File: src/rtl/project_switch_pkg.sv
`default_nettype none
// ============================================================================
// Module      : project_switch_pkg
// Description : Shared types and constants for the project switch controller:
//               FSM state codes, STATUS bit positions and default addresses.
// Revision    : 1.0 - initial release
// ============================================================================
package project_switch_pkg;

   // State codes are visible to software through STATUS[6:4]
   typedef enum logic [2:0] {
      ST_IDLE    = 3'd0,
      ST_DRAIN   = 3'd1,
      ST_GATE    = 3'd2,
      ST_RESET   = 3'd3,
      ST_RELEASE = 3'd4
   } state_t;

   // STATUS register layout
   localparam int c_STAT_BUSY_BIT  = 0;
   localparam int c_STAT_REJ_BIT   = 1;
   localparam int c_STAT_RANGE_BIT = 2;
   localparam int c_STAT_STATE_LSB = 4;
   localparam int c_STAT_SEL_LSB   = 8;

   // Default register addresses at the top of the user address window
   localparam logic [31:0] c_DEF_CFG_ADDRESS    = 32'h300F_FFFC;
   localparam logic [31:0] c_DEF_STATUS_ADDRESS = 32'h300F_FFF8;

endpackage
`default_nettype wire

File: src/rtl/project_switch_ctrl_timer.sv
`default_nettype none
// ============================================================================
// Module      : switch_timer
// Description : Loadable down-counter with a zero flag. Shared by the GATE
//               and RESET phases of the project switch sequence. Counts
//               saturate at zero, so a load of N-1 gives a phase of N cycles.
// Revision    : 1.0 - initial release
// ============================================================================
module switch_timer #(
   parameter int CNT_W = 8
) (
   input  logic             clk,
   input  logic             rst,
   input  logic             i_load,
   input  logic [CNT_W-1:0] i_value,
   output logic             o_done
);

   logic [CNT_W-1:0] r_count;

   // Load has priority; otherwise count down and stop at zero
   always_ff @(posedge clk or posedge rst) begin
      if (rst) begin
         r_count <= '0;
      end else if (i_load) begin
         r_count <= i_value;
      end else if (r_count != '0) begin
         r_count <= r_count - 1'b1;
      end
   end

   assign o_done = (r_count == '0);

endmodule
`default_nettype wire

File: src/rtl/project_switch_ctrl.sv
`default_nettype none
// ============================================================================
// Module      : project_switch_ctrl
// Description : Wishbone-configured selector for the multi-project wrapper.
//               Switches the active project by draining the bus, gating the
//               pads, holding every project in reset, then releasing only the
//               newly selected one.
// Revision    : 1.0 - initial release
// ============================================================================
module project_switch_ctrl
   import project_switch_pkg::*;
#(
   parameter int          USER_PROJECTS  = 4,
   parameter int          CFG_BITS       = 2,
   parameter logic [31:0] CFG_ADDRESS    = c_DEF_CFG_ADDRESS,
   parameter logic [31:0] STATUS_ADDRESS = c_DEF_STATUS_ADDRESS,
   parameter int          QUIESCE_CYCLES = 16,
   parameter int          RESET_CYCLES   = 8,
   parameter int          CNT_W          = 8
) (
   input  logic                     wb_clk_i,
   input  logic                     wb_rst_i,
   input  logic                     wbs_stb_i,
   input  logic                     wbs_cyc_i,
   input  logic                     wbs_we_i,
   input  logic [3:0]               wbs_sel_i,
   input  logic [31:0]              wbs_dat_i,
   input  logic [31:0]              wbs_adr_i,
   output logic                     cfg_ack_o,
   output logic [31:0]              cfg_dat_o,
   output logic                     cfg_hit_o,
   output logic [CFG_BITS-1:0]      active_sel_o,
   output logic                     io_gate_o,
   output logic [USER_PROJECTS-1:0] proj_rst_o,
   output logic                     switch_busy_o
);

   localparam int unsigned c_NPROJ_I     = USER_PROJECTS;
   localparam logic [CFG_BITS:0] c_NPROJ = c_NPROJ_I[CFG_BITS:0];
   localparam int unsigned c_QLOAD_I     = QUIESCE_CYCLES - 1;
   localparam int unsigned c_RLOAD_I     = RESET_CYCLES - 1;
   localparam logic [CNT_W-1:0] c_QUIESCE_LOAD = c_QLOAD_I[CNT_W-1:0];
   localparam logic [CNT_W-1:0] c_RESET_LOAD   = c_RLOAD_I[CNT_W-1:0];
   localparam logic [USER_PROJECTS-1:0] c_ONE  = USER_PROJECTS'(1);

   state_t                     r_state;
   state_t                     w_state_next;
   logic                       r_ack;
   logic [31:0]                r_dat;
   logic                       r_rejected;
   logic                       r_range_err;
   logic [CFG_BITS-1:0]        r_pending_sel;
   logic [CFG_BITS-1:0]        r_active_sel;
   logic [USER_PROJECTS-1:0]   r_proj_rst;

   logic                       w_is_cfg;
   logic                       w_hit;
   logic                       w_accept;
   logic                       w_wr_en;
   logic                       w_cfg_wr;
   logic                       w_stat_wr;
   logic                       w_idle;
   logic [CFG_BITS-1:0]        w_new_sel;
   logic                       w_in_range;
   logic                       w_start;
   logic [31:0]                w_status;
   logic [31:0]                w_cfg_word;
   logic [USER_PROJECTS-1:0]   w_onehot;
   logic                       w_tmr_load;
   logic [CNT_W-1:0]           w_tmr_value;
   logic                       w_tmr_done;
   logic                       w_commit_sel;
   logic                       w_release;
   logic                       w_unused_bits;

   // ---------------------------------------------------------------------
   // Bus decode
   // ---------------------------------------------------------------------
   assign w_is_cfg   = (wbs_adr_i == CFG_ADDRESS);
   assign w_hit      = w_is_cfg || (wbs_adr_i == STATUS_ADDRESS);
   // The !ack term stops a held strobe from being taken twice in a row
   assign w_accept   = wbs_cyc_i && wbs_stb_i && w_hit && !r_ack;
   assign w_wr_en    = w_accept && wbs_we_i && wbs_sel_i[0];
   assign w_cfg_wr   = w_wr_en && w_is_cfg;
   assign w_stat_wr  = w_wr_en && !w_is_cfg;
   assign w_idle     = (r_state == ST_IDLE);
   assign w_new_sel  = wbs_dat_i[CFG_BITS-1:0];
   assign w_in_range = ({1'b0, w_new_sel} < c_NPROJ);
   // Rewriting the current selection still runs the whole sequence (soft reset)
   assign w_start    = w_cfg_wr && w_idle && w_in_range;
   assign w_onehot   = c_ONE << r_active_sel;

   // Only byte lane 0 and the low data bits carry meaning
   assign w_unused_bits = ^{wbs_sel_i[3:1], wbs_dat_i};

   // Assemble the STATUS and CFG read words
   always_comb begin
      w_status                                 = '0;
      w_status[c_STAT_BUSY_BIT]                = !w_idle;
      w_status[c_STAT_REJ_BIT]                 = r_rejected;
      w_status[c_STAT_RANGE_BIT]               = r_range_err;
      w_status[c_STAT_STATE_LSB +: 3]          = r_state;
      w_status[c_STAT_SEL_LSB +: CFG_BITS]     = r_active_sel;
      w_cfg_word                               = '0;
      w_cfg_word[CFG_BITS-1:0]                 = r_active_sel;
   end

   // Registered single-cycle ack with read data captured at accept time
   always_ff @(posedge wb_clk_i or posedge wb_rst_i) begin
      if (wb_rst_i) begin
         r_ack <= 1'b0;
         r_dat <= '0;
      end else begin
         r_ack <= w_accept;
         if (w_accept && !wbs_we_i) begin
            r_dat <= w_is_cfg ? w_cfg_word : w_status;
         end else begin
            r_dat <= '0;
         end
      end
   end

   // Sticky error flags (set by refused CFG writes, W1C via STATUS) and target latch
   always_ff @(posedge wb_clk_i or posedge wb_rst_i) begin
      if (wb_rst_i) begin
         r_rejected    <= 1'b0;
         r_range_err   <= 1'b0;
         r_pending_sel <= '0;
      end else begin
         if (w_cfg_wr && !w_idle) begin
            r_rejected <= 1'b1;
         end else if (w_stat_wr && wbs_dat_i[c_STAT_REJ_BIT]) begin
            r_rejected <= 1'b0;
         end
         if (w_cfg_wr && w_idle && !w_in_range) begin
            r_range_err <= 1'b1;
         end else if (w_stat_wr && wbs_dat_i[c_STAT_RANGE_BIT]) begin
            r_range_err <= 1'b0;
         end
         if (w_start) begin
            r_pending_sel <= w_new_sel;
         end
      end
   end

   // ---------------------------------------------------------------------
   // Switch sequencer
   // ---------------------------------------------------------------------
   switch_timer #(
      .CNT_W (CNT_W)
   ) u_timer (
      .clk     (wb_clk_i),
      .rst     (wb_rst_i),
      .i_load  (w_tmr_load),
      .i_value (w_tmr_value),
      .o_done  (w_tmr_done)
   );

   // State register
   always_ff @(posedge wb_clk_i or posedge wb_rst_i) begin
      if (wb_rst_i) begin
         r_state <= ST_IDLE;
      end else begin
         r_state <= w_state_next;
      end
   end

   // Next-state logic and phase-transition strobes
   always_comb begin
      w_state_next = r_state;
      w_tmr_load   = 1'b0;
      w_tmr_value  = '0;
      w_commit_sel = 1'b0;
      w_release    = 1'b0;
      case (r_state)
         ST_IDLE: begin
            if (w_start) begin
               w_state_next = ST_DRAIN;
            end
         end
         ST_DRAIN: begin
            // Wait for the master to finish its bus cycle before gating
            if (!wbs_cyc_i) begin
               w_state_next = ST_GATE;
               w_tmr_load   = 1'b1;
               w_tmr_value  = c_QUIESCE_LOAD;
            end
         end
         ST_GATE: begin
            if (w_tmr_done) begin
               w_state_next = ST_RESET;
               w_tmr_load   = 1'b1;
               w_tmr_value  = c_RESET_LOAD;
               w_commit_sel = 1'b1;
            end
         end
         ST_RESET: begin
            if (w_tmr_done) begin
               w_state_next = ST_RELEASE;
               w_release    = 1'b1;
            end
         end
         ST_RELEASE: begin
            w_state_next = ST_IDLE;
         end
         default: begin
            w_state_next = ST_IDLE;
         end
      endcase
   end

   // Selection and project resets change together, so the mux only moves while all are held
   always_ff @(posedge wb_clk_i or posedge wb_rst_i) begin
      if (wb_rst_i) begin
         r_active_sel <= '0;
         r_proj_rst   <= ~c_ONE;
      end else if (w_commit_sel) begin
         r_active_sel <= r_pending_sel;
         r_proj_rst   <= '1;
      end else if (w_release) begin
         r_proj_rst   <= ~w_onehot;
      end
   end

   assign cfg_ack_o     = r_ack;
   assign cfg_dat_o     = r_dat;
   assign cfg_hit_o     = w_hit;
   assign active_sel_o  = r_active_sel;
   assign io_gate_o     = !w_idle;
   assign proj_rst_o    = r_proj_rst;
   assign switch_busy_o = !w_idle;

endmodule
`default_nettype wire

File: config.mk
export PLATFORM = sky130hd
export DESIGN_NAME = project_switch_ctrl
export DESIGN_NICKNAME = d
export VERILOG_FILES = /design/src/rtl/project_switch_pkg.sv /design/src/rtl/project_switch_ctrl_timer.sv /design/src/rtl/project_switch_ctrl.sv
export SDC_FILE = /design/constraint.sdc
export NUM_CORES = 1
export LEC_CHECK = 0
export CORE_ASPECT_RATIO = 0.9
export CORE_MARGIN = 1.5
export CORE_UTILIZATION = 37
export DETAILED_ROUTE_END_ITERATION = 10
export PLACE_DENSITY = 0.95
export SYNTH_ARGS = -nofsm -noshare
export SYNTH_HDL_FRONTEND = slang
export SYNTH_SLANG_ARGS = --single-unit
export TNS_END_PERCENT = 1
File: constraint.sdc
create_clock -name wb_clk_i -period 3.06 [get_ports wb_clk_i]
set_input_delay 0.459 -clock wb_clk_i [delete_from_list [all_inputs] [get_ports wb_clk_i]]
set_output_delay 0.459 -clock wb_clk_i [all_outputs]
set_load 0.005 [all_outputs]
======== Word-level counts from Yosys, hierarchy flattened ========
Index checks and enable logic that the tools add are counted.
storage, ports and cells
  bits in registers ....................... 53
  latch bits .............................. 0
  memory bits (writable) .................. 0
  memory bits (read-only) ................. 0
  input bits .............................. 73
  output and inout bits ................... 42
  word-level logic and storage cells ...... 64
  memories kept ........................... 0
operators by class
  add/sub/neg operators ................... 1
  $mul .................................... 0
  divide/modulo/power cells ............... 0
  $lt $le $gt $ge ......................... 0
  equality and inequality tests ........... 9
  shift-type cells ........................ 1
  muxes and demuxes ....................... 21
  bitwise operators ....................... 1
  reductions and logical operators ........ 23
operator list
  cell                                                                 number
  32-bit by 30-bit == test with 1-bit output (second input constant)   2
  10-bit 2-to-1 mux                                                    2
  8-bit 2-to-1 mux                                                     2
  8-bit one-hot mux with 2 select lines                                1
  3-bit 2-to-1 mux                                                     5
  4-bit 2-to-1 mux                                                     3
  3-bit one-hot mux with 4 select lines                                1
  1-bit logical AND                                                    11
  8-bit logical NOT                                                    1
  8-bit nonzero test                                                   1
  8-bit by 1-bit subtractor with 8-bit output (second input constant)  1
  3-bit by 2-bit == test with 1-bit output (second input constant)     2
  1-bit 2-to-1 mux                                                     6
  2-bit by 1-bit != test with 1-bit output (second input constant)     3
  2-bit nonzero test                                                   3
  1-bit logical NOT                                                    4
  4-bit NOT                                                            1
  4-bit AND reduction                                                  1
  1-bit by 2-bit << shifter with 4-bit output (first input constant)   1
  3-bit by 1-bit == test with 1-bit output (second input constant)     1
  3-bit logical NOT                                                    1
  2-bit != test (second input constant)                                1
  1-bit one-hot mux with 2 select lines                                1
  1-bit logical OR                                                     1

======== Depth between registers and ports, before layout ========
Gate-level depths: netlist of run 1.
  depth in word-level cells ............... 10
  mapped depth ............................ 7
  depth with buffers taken out ............ 6

======== Cells and area by module ========
From an unflattened synthesis of run 1, not the netlist that was laid out.
unflattened totals
  cells, all modules ...................... 168
  area, all modules ....................... 1649.1 µm²
modules (own cells, without submodules)
  module               times used  cells an instance  area each (µm²)  seq. area each (µm²)
  project_switch_ctrl  1           112                1152.4           504.2
  switch_timer         1           56                 496.7            200.2

======== Worst setup path after synthesis of run 1 ========
Ideal clock, no wire load.
  path type ............................... input to output
  start point ............................. in wbs_adr_i[21]
  end point ............................... out cfg_hit_o
  arrival time ............................ 1580 ps
  required time ........................... 2601 ps
  slack ................................... 1021 ps
  stages on the path ...................... 3
  buffers on the path ..................... 0
  path through ............................ or4b_4 -> nor4_4 -> and2_2
on the way
  longest elaborated chain between the ends .. 2
  elaborated cells between the ends (all ways) .. 3
  those cells by class .................... 2 x eq/ne; 1 x reduce/logical
RTL lines
  element                                                               line                                                  RTL
  from (decl)                                                           project_switch_ctrl.sv:28                             input logic [31:0] wbs_adr_i,
  32-bit by 30-bit == test with 1-bit output, on equally long branches  project_switch_ctrl.sv:79, project_switch_ctrl.sv:80
  1-bit logical OR (*)                                                  project_switch_ctrl.sv:80                             assign w_hit = w_is_cfg || (wbs_adr_i == STATUS_ADDRESS);
  to (decl)                                                             project_switch_ctrl.sv:31                             output logic cfg_hit_o,
Mark *: on every way between the ends. The rest lies on a longest branch, timed or not.

======== Worst setup path in the final report of run 1 ========
Ends and elaborated chain as after synthesis.

==> results of run 1 <==
-- worst max path at each step --
stage | from | endpoint | slack (ps) | cells after the start
after floorplan | wbs_adr_i[21] | cfg_hit_o | 1020 | 3
after global placement | wbs_adr_i[21] | cfg_hit_o | 230 | 5
after detailed placement | wbs_adr_i[21] | cfg_hit_o | 210 | 5
after CTS | wbs_adr_i[22] | cfg_hit_o | 200 | 5
after global routing | wbs_adr_i[21] | cfg_hit_o | 130 | 5
final | wbs_adr_i[21] | cfg_hit_o | 210 | 5
-- worst reg2reg max path, cell delays in order, from the launching register on --
cell and delay, ps:
dfrtp_1 400, inv_1 100, ha_1 190, nor3b_1 200, buf_4 180, nand4_2 230
nor2_1 230, mux2_2 350
-- Yosys cell counts (all sizes together) (2+ instances only) --
cell type | instances | area, sq um
xnor2 | 2 | 17.5
nor3 | 5 | 25.0
or4 | 3 | 22.5
a21o | 2 | 15.0
inv | 9 | 33.8
nor4 | 5 | 61.3
o21ai | 5 | 25.0
and2 | 2 | 13.8
nand2b | 2 | 12.5
nand4 | 4 | 37.5
o211ai | 2 | 15.0
nor2 | 13 | 48.8
nand3b | 2 | 15.0
nand4b | 4 | 41.3
buf | 27 | 200
dfrtp | 25 | 626
nor3b | 5 | 37.5
nand2 | 9 | 33.8
mux2 | 4 | 45.0
mux2i | 3 | 30.0
a21oi | 4 | 20.0
clkbuf | 3 | 11.3
dfstp | 3 | 78.8
nor2b | 2 | 12.5
-- sequential cells by signal, indices dropped and copies added, names as in the netlist --
register / flops
u_timer.r_count: 8
cfg_dat_o: 7
proj_rst_o: 4
r_state: 3
active_sel_o: 2
r_pending_sel: 2
cfg_ack_o: 1
r_rejected: 1
-- layer usage --
layer	part of all wire [%]	track usage, %	wire length, um	vias up
met5	0	0	0	-
met4	2.2	8.49	71	0
met3	5.9	2.61	193	5
met2	51	24.3	1660	60
met1	41	17.2	1330	607
li1	-	-	-	619
-- cells by family (layout without fill, tap and decap cells) --
kind of cell,Yosys count,after routing,synth area share (%)
compound gates,20,20,8.31
mux,7,7,4.70
flops,28,28,44.1
other cells,1,25,0.235
buf+inv,39,74,15.4
fa+ha+maj,1,1,0.784
xor+xnor,2,2,1.10
simple gates,61,61,25.4
-- stage by stage --
stage	area (sq um)	hold slack (ps)	cells
global route	2190	516	266
finish	2190	491	266
floorplan	1690	465	183
CTS	2190	499	266
detailed placement	2130	481	262
global placement	2130	468	262
-- power by group --
part	internal, uW	leakage [uW]	total [uW]	switching [uW]
combinational	48.4	0.000640	76.0	27.7
sequential	370	0.000350	370	0.0000000205
clock	115	0.0000288	227	111
-- cell type report --
class | count | area [sq um] | area share, %
timing repair buffer | 61 | 598 | 27.3
inverter | 9 | 33.8 | 1.54
clock buffer | 4 | 55.1 | 2.52
tap | 48 | 60.1 | 2.74
sequential | 28 | 704 | 32.2
multi-input combinational | 116 | 737 | 33.7
==> metrics.csv, run 1 <==
metric,value,unit
ys_seq_elements,28,
worstHoldStart,proj_rst_o[0]$_DFFE_PP0P_,
root_buffer,clkbuf_8,
mappedNetlistArea,1600,sq um
fin_crit_sh,93.2,%
htreeDepth,1,
drc,0,
hold_depth,2,
fin_ws,209,ps
status,finished clean,
die_h,65.3,um
cts_tree,done,
drive_gt1_share,11.9,%
rr_worst_depth,7,
count_of_port_buffers_added_during_placement,56,
r2r-end,active_sel_o[0]$_DFFE_PP0P_,
drt-total-wl,3.26,mm
grt_pass1_wl,5.29,mm
fin_setup_tns,0,ps
half_perimeter_wire_length_after_detailed_placement,2.57,mm
timing.critical_path.fanout_max,2,
setup.worst_path.start_class,input port,
average_wire_length_per_cell_after_detail_routing,12.3,um
start_util,38.9,%
period_minus_slack,2850,ps
power.density_cell_area,307,nW/um^2
die_w,72.2,um
pin_count_of_the_biggest_net_entering_global_routing,29,
min_path_type,flip-flop to flip-flop,
final.fill_count,378,
layout_common_cells,"clkdlybuf4s50_1 (56), conb_1 (25), dfrtp_1 (25)",
crit_slowest_cell,or4b_4,
drt_pre_antenna_iters,4,
cts_made_buffers,3,
io-pin-count,115,
mostFrequentLayoutCell,clkdlybuf4s50_1,
criticalPathCategory,input port to output pin,
report.final.hold_viol_count,0,
vias_in_the_first_global_route,1245,
std_cell_rows,22,
top_family_by_delay_on_critical_path,simple AND/OR/NAND/NOR gates,
total_power,672,uW
vias_per_std_cell,4.85,
synthDistinctLibCells,43,
cts.path.max_buffers,2,
final_core_util,53.4,%
drt_first_iter_violations,90,
clk_pin_slew,90,ps
clock-sinks,28,
design.final.nets,293,
critical_path.reg2reg.startpoint,u_timer.r_count[0]$_DFFE_PP0P_,
setup_repair_bufs_after_cts,0,
cts-hold-fix-buffers,0,
timing.critical_path.required,2600,ps
synth-seq-area-share,44.1,%
setup_viol,0,
yosys_warnings,0,
flow.area_growth_from_synthesis,37.1,%
setup_slack_placement,205,ps
asyncSetResetFlopFracSynth,100,%
antenna_violations_before_repair,0,
grt_usage,14.4,%
max_freq,0.351,GHz
routabilityCongestion,0.727,
grt_setup_unrepaired,no,
vdd_drop_max,0.175,mV
timing.reg2reg.setup_slack,1070,ps
n_antenna_cell,0,
grt.overflow.total,0,
die_area,4720,sq um
worstSkewPairLatency,280,ps
p_leak,0.00102,uW
synth_top_flop_cell,dfrtp_1,
core-area,4100,sq um
critical_path.cell_chain,clkdlybuf4s50_1 -> or4b_4 -> nor4_4 -> and2_2 -> clkdlybuf4s50_1,
maxCapViolations,0,
slew_viol_final,0,
cp_endpoint_kind,output pin,
data_arrival_time_at_the_worst_slack_endpoint,2390,ps
finalClockSkew,4.59,ps
critical_path.max_stage_delay,540,ps
critical_path.most_common_cell,clkdlybuf4s50_1,
netlist_instances,159,
critical_path.n_buffers_inverters,2,
routed-via-count,1291,
cts.repair.resized,0,
synth-edff-count,0,
syn_area_per_cell,10.0,sq um
worst_hold_path.endpoint,proj_rst_o[0]$_DFFE_PP0P_,
drt.antenna.violating_nets,0,
(Power assumes the default switching activity.)
==> run 2, diff against run 1 <==
Settings changed: CORE_MARGIN 1.5 to 3.
==> metrics.csv, run 2 (same netlist as run 1, synthesis figures left out) <==
metric,value,unit,change
power.share.combinational,11.3,%,about the same
cp_endpoint_kind,output pin,,
start_util,38.7,%,-0.26 points
top_family_by_delay_on_critical_path,simple AND/OR/NAND/NOR gates,,
pwr-share-clk,33.5,%,-0.2 points
drt_pre_antenna_iters,4,,unchanged
half_perimeter_wire_length_after_detailed_placement,2.67,mm,+3.7%
status,finished clean,,
setup_viol,0,,unchanged
htreeDepth,1,,unchanged
root_buffer,clkbuf_8,,
n_antenna_cell,0,,unchanged
vias_in_the_first_global_route,1273,,+2.2%
pin_count_of_the_biggest_net_entering_global_routing,28,,-3.4%
timing.critical_path.fanout_max,2,,unchanged
cts-hold-fix-buffers,0,,unchanged
registers.top_by_ff_count,u_timer.r_count,,
rr_worst_depth,7,,unchanged
routed-via-count,1303,,+0.93%
drive_gt1_share,11.9,%,unchanged
die_area,5140,sq um,+8.9%
timing.reg2reg.setup_slack,1050,ps,-20 ps
worstSetupPathDepth,5,,unchanged
max_freq,0.352,GHz,+0.46%
report.final.hold_viol_count,0,,unchanged
largest_register_ffs,8,,unchanged
timing.critical_path.required,2600,ps,about the same
core-area,4130,sq um,+0.67%
drt_first_iter_violations,59,,-34%
power.internal,533,uW,about the same
setup_repair_bufs_after_cts,0,,unchanged
cts_tree,done,,
finalClockSkew,5.45,ps,+0.857 ps
period_minus_slack,2840,ps,-13.0 ps
netSwitchingPower,138,uW,-1.0%
fin_ws,222,ps,+13.0 ps
average_wire_length_per_cell_after_detail_routing,12.3,um,+0.52%
ff_latch_area,704,sq um,unchanged
critical_path.n_buffers_inverters,2,,unchanged
count_of_port_buffers_added_during_placement,56,,unchanged
headroom_to_the_max_slew_limit,35.7,%,
clk_pin_slew,80,ps,about the same
crit_slowest_cell,or4_1,,
setup.worst_path.start_class,input port,,
die_w,75.2,um,+4.2%
cts_made_buffers,3,,unchanged
whs,489,ps,-2.23 ps
hold_depth,2,,unchanged
grt_setup_unrepaired,no,,
drt.antenna.violating_nets,0,,unchanged
fin_setup_tns,0,ps,unchanged
clock-sinks,28,,unchanged
p_seq_share,55.1,%,about the same
drc,0,,unchanged
critical_path.most_common_cell,clkdlybuf4s50_1,,
flow.area_growth_from_synthesis,37.1,%,unchanged
mostFrequentLayoutCell,clkdlybuf4s50_1,,
power_switching_share,20.5,%,-0.16 points
critical_path.cell_chain,clkdlybuf4s50_1 -> or4_1 -> nor4_4 -> and2_2 -> clkdlybuf4s50_1,,
final.fill_count,381,,+0.79%
cts.path.max_buffers,2,,unchanged
slew_at_the_pin_with_the_worst_max_slew_slack,963,ps,
antenna_violations_before_repair,0,,unchanged
min_path_type,flip-flop to flip-flop,,
grt.overflow.total,0,,unchanged
multi_input_combinational_cell_area,737,sq um,unchanged
slew_viol_final,0,,unchanged
die_h,68.3,um,+4.6%
fin_crit_sh,92.7,%,-0.42 points
io-pin-count,115,,unchanged
critical_path.max_stage_delay,580,ps,+40 ps
std_cell_rows,22,,unchanged
vias_per_std_cell,4.90,,+0.93%
maxCapViolations,0,,unchanged
power.density_cell_area,307,nW/um^2,-0.22%
data_arrival_time_at_the_worst_slack_endpoint,2380,ps,about the same
setup_slack_placement,194,ps,-11.8 ps
design.final.nets,293,,unchanged
routabilityCongestion,0.747,,+2.8%
criticalPathCategory,input port to output pin,,
layout_common_cells,"clkdlybuf4s50_1 (56), conb_1 (25), dfrtp_1 (25)",,
grt_pass1_wl,5.40,mm,+1.9%
p_leak,0.00102,uW,unchanged
drt-total-wl,3.28,mm,+0.52%
vdd_drop_max,0.158,mV,-9.8%
cts.repair.resized,0,,unchanged
worstSkewPairLatency,280,ps,about the same
grt_usage,14.0,%,-0.42 points
## run 2: cell counts in the layout (fill, tap and decap cells not counted)
Identical to the previous run, type by type.
## run 2: path summary, 6_finish.rpt
| path | endpoint | from |
|---|---|---|
| setup / recovery | cfg_hit_o | wbs_adr_i[22] |
| hold / removal | proj_rst_o[1]$_DFFE_PP1P_ | proj_rst_o[1]$_DFFE_PP1P_ |
| setup reg to reg | active_sel_o[0]$_DFFE_PP0P_ | u_timer.r_count[0]$_DFFE_PP0P_ |
| hold reg to reg | proj_rst_o[1]$_DFFE_PP1P_ | proj_rst_o[1]$_DFFE_PP1P_ |
| max in group asynchronous | proj_rst_o[1]$_DFFE_PP1P_ | wb_rst_i |
| min in group asynchronous | cfg_dat_o[5]$_DFF_PP0_ | wb_rst_i |
## run 2: per-layer routing
layer  track usage (%)  vias to the layer above  wire [um]
met5                 0                        -          0
met4              6.55                        0         72
met3              2.94                        5        271
met2              24.2                       72       1640
met1              16.6                      601       1300
li1                  -                      625          -
## run 2: metrics by stage
step / instance area, sq um / total power (uW) / util [%] / cells
6_report: 2190 / 671 / 53.0 / 266
5_1_grt: 2190 / 702 / 53.0 / 266
4_1_cts: 2190 / 681 / 53.0 / 266
3_5_place_dp: 2130 / 454 / 51.7 / 262
3_3_place_gp: 2130 / 452 / 51.7 / 262
2_1_floorplan: 1690 / 422 / - / 183
## run 2: power by group through the flow
| stage | Combinational, uW | Clock, uW | Sequential, uW |
|---|---|---|---|
| 3_5_place_dp | 76.6 | 0 | 377 |
| 5_1_grt | 85.7 | 247 | 370 |
| 6_report | 76.0 | 225 | 370 |
| 3_3_place_gp | 75.1 | 0 | 377 |
| 2_1_floorplan | 45.4 | 0 | 377 |
| 4_1_cts | 76.7 | 234 | 370 |
## run 2: final cells by class
class / count / area share (%)
timing repair buffer: 61 / 27.3
tap: 48 / 2.74
sequential: 28 / 32.2
multi-input combinational: 116 / 33.7
clock buffer: 4 / 2.52
inverter: 9 / 1.54
## run 2: worst min-delay path: stages (launching register included)
cell	delay [ps]
dfstp_2	370
nand2_1	40
o21ai_0	70
==> run 3, diff against run 2 <==
Settings changed: SETUP_SLACK_MARGIN set to 0.5.
==> metrics.csv, run 3 (same netlist as run 1, synthesis figures left out) <==
metric,value,unit,change
drive_gt1_share,13.6,%,+1.7 points
criticalPathCategory,input port to output pin,,
cts_tree,done,,
design.final.nets,295,,+0.68%
finalClockSkew,5.52,ps,+0.0676 ps
io-pin-count,115,,unchanged
p_leak,0.00103,uW,+1.5%
setup_viol,0,,unchanged
slew_at_the_pin_with_the_worst_max_slew_slack,965,ps,+1.67 ps
maxCapViolations,0,,unchanged
setup_slack_placement,194,ps,unchanged
grt_setup_unrepaired,no,,
fin_ws,623,ps,+401 ps
max_freq,0.410,GHz,+16%
cts_made_buffers,3,,unchanged
routed-via-count,1309,,+0.46%
drt.antenna.violating_nets,0,,unchanged
pin_count_of_the_biggest_net_entering_global_routing,28,,unchanged
timing.critical_path.fanout_max,2,,unchanged
period_minus_slack,2440,ps,-401 ps
placed_cells,262,,unchanged
routabilityCongestion,0.747,,unchanged
setup.worst_path.start_class,input port,,
cts.path.max_buffers,2,,unchanged
status,finished clean,,
drt_first_iter_violations,59,,unchanged
flow.area_growth_from_synthesis,38.0,%,
drt-total-wl,3.30,mm,+0.64%
die_w,75.2,um,unchanged
power.density_cell_area,305,nW/um^2,-0.63%
count_of_port_buffers_added_during_placement,56,,unchanged
data_arrival_time_at_the_worst_slack_endpoint,1980,ps,-400 ps
die_area,5140,sq um,unchanged
fin_crit_sh,79.7,%,-13 points
final.fill_count,384,,+0.79%
mostFrequentLayoutCell,clkdlybuf4s50_1,,
slew_viol_final,0,,unchanged
ff_latch_area,704,sq um,unchanged
registers.top_by_ff_count,u_timer.r_count,,
grt_pass1_wl,5.43,mm,+0.65%
worstSkewPairLatency,280,ps,about the same
grt.overflow.total,0,,unchanged
root_buffer,clkbuf_8,,
vdd_drop_max,0.158,mV,about the same
clock-sinks,28,,unchanged
clk_pin_slew,80,ps,about the same
half_perimeter_wire_length_after_detailed_placement,2.67,mm,unchanged
average_wire_length_per_cell_after_detail_routing,12.3,um,-0.11%
drc,0,,unchanged
cts-hold-fix-buffers,0,,unchanged
start_util,38.7,%,unchanged
grt_usage,14.1,%,+0.092 points
timing.critical_path.required,2600,ps,about the same
headroom_to_the_max_slew_limit,35.6,%,-0.11 points
vias_in_the_first_global_route,1280,,+0.55%
n_antenna_cell,0,,unchanged
drt_pre_antenna_iters,4,,unchanged
largest_register_ffs,8,,unchanged
vias_per_std_cell,4.88,,-0.29%
antenna_violations_before_repair,0,,unchanged
fin_setup_tns,0,ps,unchanged
multi_input_combinational_cell_area,742,sq um,+0.68%
min_path_type,flip-flop to flip-flop,,
layout.cell_area.non_filler,2200,sq um,+0.69%
layout_common_cells,"clkdlybuf4s50_1 (55), conb_1 (25), dfrtp_1 (25)",,
report.final.hold_viol_count,0,,unchanged
postPlaceCellArea,2130,sq um,unchanged
std_cell_rows,22,,unchanged
cp_endpoint_kind,output pin,,
finalNonFillerCells,268,,+0.75%
core-area,4130,sq um,unchanged
die_h,68.3,um,unchanged
htreeDepth,1,,unchanged
-- run 3: cell count changes in the layout (fill, tap and decap cells not counted), sizes merged --
| cell | delta |
|---|---|
| clkdlybuf4s50 | -1 |
| buf | +3 |
-- run 3: layout make-up --
class                      count  area share, %
multi-input combinational    116           33.7
sequential                    28           32.0
inverter                       9           1.53
clock buffer                   4           2.50
tap                           48           2.73
timing repair buffer          63           27.6
-- run 3: path summary, 6_finish.rpt --
path / endpoint / from / slack [ps] / depth (start not counted)
worst max-delay path: cfg_hit_o / wbs_adr_i[21] / 620 / 5
worst min-delay path: proj_rst_o[1]$_DFFE_PP1P_ / proj_rst_o[1]$_DFFE_PP1P_ / 490 / 2
worst max register to register: active_sel_o[0]$_DFFE_PP0P_ / u_timer.r_count[0]$_DFFE_PP0P_ / 1050 / 7
worst min register to register: proj_rst_o[1]$_DFFE_PP1P_ / proj_rst_o[1]$_DFFE_PP1P_ / 490 / 2
max in group asynchronous: proj_rst_o[1]$_DFFE_PP1P_ / wb_rst_i / 1660 / 3
min in group asynchronous: cfg_dat_o[5]$_DFF_PP0_ / wb_rst_i / 710 / 2
-- run 3: metrics by stage --
stage	total power, uW	utilization (%)	hold slack [ps]
detailed placement	454	51.7	481
global placement	452	51.7	471
floorplan	422	-	465
global route	703	53.4	528
finish	671	53.4	489
CTS	682	53.5	497
-- run 3: metal layers --
metal	track usage (%)	up-vias	wire length, um
met5	0	-	0
met4	6.55	0	72
met3	2.94	5	274
met2	24.7	71	1650
met1	16.5	604	1300
li1	-	629	-
-- run 3: power by group --
group          switching (uW)  internal, uW  leakage, uW  total [uW]
Clock                     110           115    0.0000288         225
Combinational            27.9          48.6     0.000655        76.6
Sequential       0.0000000210           370     0.000350         370
-- run 3: timing repair --
| item | in CTS | in global routing |
|---|---|---|
| endpoints found under the setup margin | 1 | 1 |
| gates resized for setup | 5 | 1 |
| setup buffers | 2 | 0 |
| hold endpoints to repair | 0 | 0 |
| pin swaps | 2 | 1 |
-- run 3: critical path, stage by stage --
cell             delay (ps)
clkdlybuf4s50_1         400
or4b_4                  540
nor4_4                  280
and2_4                  180
buf_2                   110
